[src/rtl/mac_62input.sv]
// mac_62input: 8-lane sign-magnitude multiply-accumulate, two lanes per cycle.
// The externally driven phase index counter_4 picks the lane pair; phase 0
// restarts the accumulator and phase 3 publishes the full dot product.
// Optional feature: define MAC_DONE_EN to add a registered one-cycle 'done'
// pulse that follows every mac_out update.
module mac_62input (
    input  logic        clk,
    input  logic        rst,
    input  logic [1:0]  counter_4,
    input  logic [63:0] weights,
    input  logic [63:0] ins,
    output logic [20:0] mac_out
`ifdef MAC_DONE_EN
    ,
    output logic        done
`endif
);

    // Sign-magnitude product of one lane, widened to the 21-bit result format.
    // A zero magnitude always comes out positive.
    function automatic logic [20:0] lane_product(input logic [7:0] w, input logic [7:0] x);
        logic [13:0] mag;
        logic        sign;
        mag  = {7'b0000000, w[6:0]} * {7'b0000000, x[6:0]};
        sign = (w[7] ^ x[7]) & (mag != 14'd0);
        return {sign, 6'b000000, mag};
    endfunction

    // Sign-magnitude addition; cancellation to zero yields +0.
    function automatic logic [20:0] sm_add(input logic [20:0] a, input logic [20:0] b);
        logic [19:0] mag;
        logic        sign;
        if (a[20] == b[20]) begin
            mag  = a[19:0] + b[19:0];
            sign = a[20];
        end else if (a[19:0] > b[19:0]) begin
            mag  = a[19:0] - b[19:0];
            sign = a[20];
        end else begin
            mag  = b[19:0] - a[19:0];
            sign = b[20];
        end
        if (mag == 20'd0) begin
            sign = 1'b0;
        end
        return {sign, mag};
    endfunction

    logic [20:0] acc;
    logic [7:0]  w_lo;
    logic [7:0]  w_hi;
    logic [7:0]  x_lo;
    logic [7:0]  x_hi;
    logic [20:0] pair_sum;
    logic [20:0] acc_base;
    logic [20:0] acc_next;

    // Select the lane pair for this phase and form the running sum.
    always_comb begin
        w_lo     = weights[{counter_4, 4'b0000} +: 8];
        w_hi     = weights[{counter_4, 4'b1000} +: 8];
        x_lo     = ins[{counter_4, 4'b0000} +: 8];
        x_hi     = ins[{counter_4, 4'b1000} +: 8];
        pair_sum = sm_add(lane_product(w_lo, x_lo), lane_product(w_hi, x_hi));
        acc_base = (counter_4 == 2'd0) ? 21'h000000 : acc;
        acc_next = sm_add(acc_base, pair_sum);
    end

    // Accumulate every cycle; publish the total on the phase-3 edge.
    always_ff @(posedge clk or posedge rst) begin
        if (rst) begin
            acc     <= 21'h000000;
            mac_out <= 21'h000000;
        end else begin
            acc <= acc_next;
            if (counter_4 == 2'd3) begin
                mac_out <= acc_next;
            end
        end
    end

`ifdef MAC_DONE_EN
    // One-cycle strobe marking a fresh mac_out value.
    always_ff @(posedge clk or posedge rst) begin
        if (rst) begin
            done <= 1'b0;
        end else begin
            done <= (counter_4 == 2'd3);
        end
    end
`endif

endmodule

[config.mk]
export PLATFORM = sky130hd
export DESIGN_NAME = mac_62input
export DESIGN_NICKNAME = d
export VERILOG_FILES = /design/src/rtl/mac_62input.sv
export SDC_FILE = /design/constraint.sdc
export NUM_CORES = 1
export LEC_CHECK = 0
export CORE_MARGIN = 1.5
export CORE_UTILIZATION = 47
export DETAILED_ROUTE_END_ITERATION = 16
export HOLD_SLACK_MARGIN = 0.06
export PLACE_DENSITY = 0.82
export SYNTH_ARGS = -nofsm -noshare
export SYNTH_HDL_FRONTEND = slang
export SYNTH_SLANG_ARGS = --single-unit
export TNS_END_PERCENT = 50
[constraint.sdc]
create_clock -name clk -period 4.9 [get_ports clk]
set_clock_uncertainty 0.05 [all_clocks]
set_input_delay 0.735 -clock clk [delete_from_list [all_inputs] [get_ports clk]]
set_output_delay 0.735 -clock clk [all_outputs]
set_load 0.02 [all_outputs]
==> out/qor.txt, run 1 <==
status -> did not finish
synth warn -> 0
post-synthesis cell area -> 0.0102 mm2
share of the synthesized area in the top cell type -> 20.1%
placed cells -> 1992
row count -> 53
count leader, synth -> ha_1
Post-synth EDFFs -> 0
top post-synthesis cells by count -> ha_1 (164), inv_1 (148), nand2_1 (94)
GRT worst endpoint -> mac_out[20]$_DFFE_PP0N_/D
post-synthesis area per instance -> 8.59 um2
clk sinks -> 42
I/O Buffers -> 152
Worst EP kind -> register input
Die Height -> 150 um
initial antenna violation count -> 12
CTS Root Cell -> clkbuf_16
I/O pins -> 153
die width -> 150 um
FF+latch count, synth -> 42
FFs w/ async S/R, synth -> 100%
cell taking the most area after synthesis -> ha_1
largest net degree at the start of global routing -> 43
stopping stage -> 5_1_grt
hold-fix buffers at CTS -> 0
Post-Syn Nets -> 1540
Error -> [ERROR GRT-0232] Routing congestion too high. Check the congestion heatmap in the GUI.
Bufs on Longest Clock Path -> 2
Yosys cell types -> 77
TritonCTS buffer count -> 5
Synth Flop Type -> dfrtp_1
HPWL Detailed -> 32.5 mm
htree depth -> 2
GP Congestion -> 0.965
Initial Utilization -> 48.3%
Total Routing Usage GR -> 61.8%
sequential element share of the synthesized area -> 10.3%
synth top area cells -> ha_1 (20%), fa_1 (11%), dfrtp_1 (10%)
Cells after Synth -> 1190
final global-route overflow total -> 6
## stage by stage
step	hold WS [ns]	instance area (um2)	setup WS, ns
floorplan	0.540	10600	-5.90
global placement	0.419	15300	-6.67
detailed placement	0.416	15300	-7.20
CTS	0.429	16500	-6.09
## layer usage
layer  overflow  GRT usage (%)
met1          0           59.0
met2          2           79.5
met3          0           47.5
met4          4           64.6
met5          0           14.8
## what timing repair did
item | CTS
gates resized for setup | 228
endpoints found under the setup margin | 40
pin swaps | 77
gates cloned | 4
setup buffers | 57
## logic make-up after synthesis
logic type	share of synthesized area (%)
xor+xnor	5.29
compound gates	17.1
fa+ha+maj	30.6
mux	13.1
buf+inv	7.21
flops	10.3
simple gates	16.4
==> run 2, diff against run 1 <==
--- a/config.mk
+++ b/config.mk
@@ -6,10 +6,9 @@
 export NUM_CORES = 1
 export LEC_CHECK = 0
 export CORE_MARGIN = 1.5
-export CORE_UTILIZATION = 47
+export CORE_UTILIZATION = 32
 export DETAILED_ROUTE_END_ITERATION = 16
-export HOLD_SLACK_MARGIN = 0.06
-export PLACE_DENSITY = 0.82
+export PLACE_DENSITY_LB_ADDON = 0.15
 export SYNTH_ARGS = -nofsm -noshare
 export SYNTH_HDL_FRONTEND = slang
 export SYNTH_SLANG_ARGS = --single-unit
==> constraint.sdc (replaced) <==
create_clock -name clk -period 6.37 [get_ports clk]
set_clock_uncertainty 0.05 [all_clocks]
set_input_delay 0.9555 -clock clk [delete_from_list [all_inputs] [get_ports clk]]
set_output_delay 0.9555 -clock clk [all_outputs]
set_load 0.02 [all_outputs]
==> run 2 against run 1 <==
Synthesized cell count stayed put. Synthesized area stayed put. The flow now finishes, with violations (setup timing).
==> out/qor.txt, run 2 <==
Synth Area in XOR/XNOR -> 5.29% (unchanged)
GP Congestion -> 0.909 (-5.8%)
FFs w/ async S/R, synth -> 100% (unchanged)
Worst Setup Path Type -> input port to flip-flop
Max Cap Viol -> 0
GR Util met3 -> 2.67%
Cells after Synth -> 1190 (unchanged)
final global-route overflow total -> 0
Fin. Hold Viols -> 0
post-synthesis mux area share -> 13.1% (unchanged)
Worst-Margin Slew -> 1.01 ns
row count -> 65 (+23%)
nets -> 2163
I/O pins -> 153 (unchanged)
GR peak layer -> met2
Crit path required time -> 6.45 ns
First-pass DRT Iterations -> 5
FF+latch count, synth -> 42 (unchanged)
CTS tree -> done
met2 Usage GRT -> 40.5%
Syn-to-layout area delta -> 70.1%
htree depth -> 2 (unchanged)
most used cell, CP -> buf_6
Die Height -> 182 um (+21%)
post-layout util -> 55.3%
unrepaired setup endpoints after global routing -> yes
vias in the first global route -> 11.6k
Yosys cell types -> 77 (unchanged)
TritonCTS buffer count -> 5 (unchanged)
post-synthesis area per instance -> 8.59 um2 (unchanged)
synth top area cells -> ha_1 (20%), fa_1 (11%), dfrtp_1 (10%)
hold-fix buffers at CTS -> 0 (unchanged)
synth warn -> 0 (unchanged)
post-synthesis compound-gate area fraction -> 17.1% (unchanged)
setup TNS -> -158.46 ns
endpoint type of the worst setup path -> flip-flop
Worst Setup Start Kind -> input port
Synth Flop Type -> dfrtp_1
total number of vias -> 10.9k
commonest non-fill, non-tap cell in the layout -> buf_4
DRC errors left -> 0
setup ws final -> -4.86 ns
final period utilization -> 176%
global-route wire length before repair -> 58.0 mm
CTS Root Cell -> clkbuf_16
pre-CTS worst setup slack -> -5.68 ns (+1.52 ns)
HPWL Detailed -> 30.3 mm (-6.6%)
post-synthesis cell area -> 0.0102 mm2 (unchanged)
min Tclk post-route -> 11.23 ns
I/O Buffers -> 152 (unchanged)
count leader, synth -> ha_1
Die Area -> 0.0330 mm2
# setup viols final -> 40
Post-Syn Nets -> 1540 (unchanged)
sequential element share of the synthesized area -> 10.3% (unchanged)
die width -> 182 um (+21%)
most frequent cells in the layout -> buf_4 (465), ha_1 (144), inv_1 (134), nand2_1 (71), and2_1 (69)
Final ANT Viol Nets -> 0
largest net degree at the start of global routing -> 43
Slew HR -> 32.7%
Initial Utilization -> 32.5% (-16 points)
WL/cell -> 16.5 um
critical path data arrival time -> 11.32 ns
initial antenna violation count -> 1
share of the synthesized area in the top cell type -> 20.1% (unchanged)
placed cells -> 2123 (+6.6%)
Post-synth EDFFs -> 0 (unchanged)
top post-synthesis cells by count -> ha_1 (164), inv_1 (148), nand2_1 (94)
ratio of cells with drive above 1 in the final layout -> 41.8%
number of fill cells -> 2838
adder-cell area share of the yosys netlist -> 30.6% (unchanged)
Worst Hold Class -> flip-flop to flip-flop
initial drt markers -> 348
final cell count without fillers -> 2217
Largest stage delay, worst path -> 0.50 ns
slowest library cell on the worst path -> mux4_2
area of the core -> 0.0315 mm2
Bufs on Longest Clock Path -> 2 (unchanged)
simple-gate share of the synthesized area -> 16.4% (unchanged)
violated checks -> setup timing
clk_lat worst skew -> 0.28 ns
cell taking the most area after synthesis -> ha_1
Max Slew Vio Count -> 0
maximum clock rate -> 89.0 MHz
status -> complete, but fails checks
vias per cell -> 4.91
met1 usage -> 25.6%
CTS clock-pin slew for the worst setup and hold paths -> 0.06 ns
WL final -> 36.5 mm
largest family of logic cells by synthesized area -> adder cells
top flop regs -> acc: 21 flops, mac_out: 21 flops
CP Max Fanout -> 5
Total Routing Usage GR -> 21.9%
clk sinks -> 42 (unchanged)
==> run 2: cell counts after synthesis <==
No cell type changed its count.
==> run 2: critical path, delay by kind of cell <==
kind | cells | cell delay [ns]
buf+inv | 12 | 1.74
mux | 3 | 1.04
fa+ha+maj | 7 | 2.36
simple gates | 11 | 2.25
compound gates | 15 | 2.78
xor+xnor | 1 | 0.16
==> run 2: final cells by class <==
cell class / instances / area (um2) / area share (%)
Inverter: 151 / 569 / 3.27
Antenna cell: 1 / 2.50 / 0.0144
Timing Repair Buffer: 654 / 5480 / 31.5
Clock inverter: 2 / 37.5 / 0.216
Sequential cell: 42 / 1050 / 6.04
Tap cell: 402 / 503 / 2.89
Multi-Input combinational cell: 959 / 9620 / 55.3
Clock buffer: 6 / 129 / 0.741
==> run 2: timing repair <==
action                                  4_1_cts  5_1_grt
endpoints found under the setup margin       40       40
cloned                                        2        0
pin swaps                                    87       78
buffers inserted                             72       18
gates resized for setup                     222      104
==> run 2: cell families (layout without fill, tap and decap cells) <==
kind of cell	count (synthesis)	count (layout)
multiplexers	93	93
XOR/XNOR	60	60
other	0	1
AND/OR/NAND/NOR	326	326
AO/OA/AOI/OAI	262	262
flip-flops	42	42
buffers and inverters	189	813
adder cells (fa/ha/maj)	218	218
==> run 2: worst paths after layout <==
check	start	end	slack, ns	cells after the start
worst min-delay path	mac_out[1]	mac_out[1]	0.43	2
worst max register to register	acc[19]	mac_out[20]	1.34	20
worst min register to register	mac_out[1]	mac_out[1]	0.43	2
worst max-delay path	weights[9]	mac_out[20]	-4.86	49
min in group asynchronous	rst	mac_out[7]	1.05	3
max in group asynchronous	rst	acc[17]	4.85	3
==> run 2: per-stage QoR <==
stage               cell area, um2  hold WS, ns
finish                       17400        0.433
global route                 17400        0.470
CTS                          16800        0.438
detailed placement           15500        0.424
global placement             15500        0.412
floorplan                    10600        0.540
==> run 2: per-layer routing <==
metal,part of all wire [%],wire length [um]
met1,42,15300
met2,50,18400
met3,3.7,1340
met4,4.0,1480
met5,0,0
Power of run 2 is left out: the tool's default activity adds up to more than one toggle a clock period on the data nets, which glitch-free logic cannot reach.
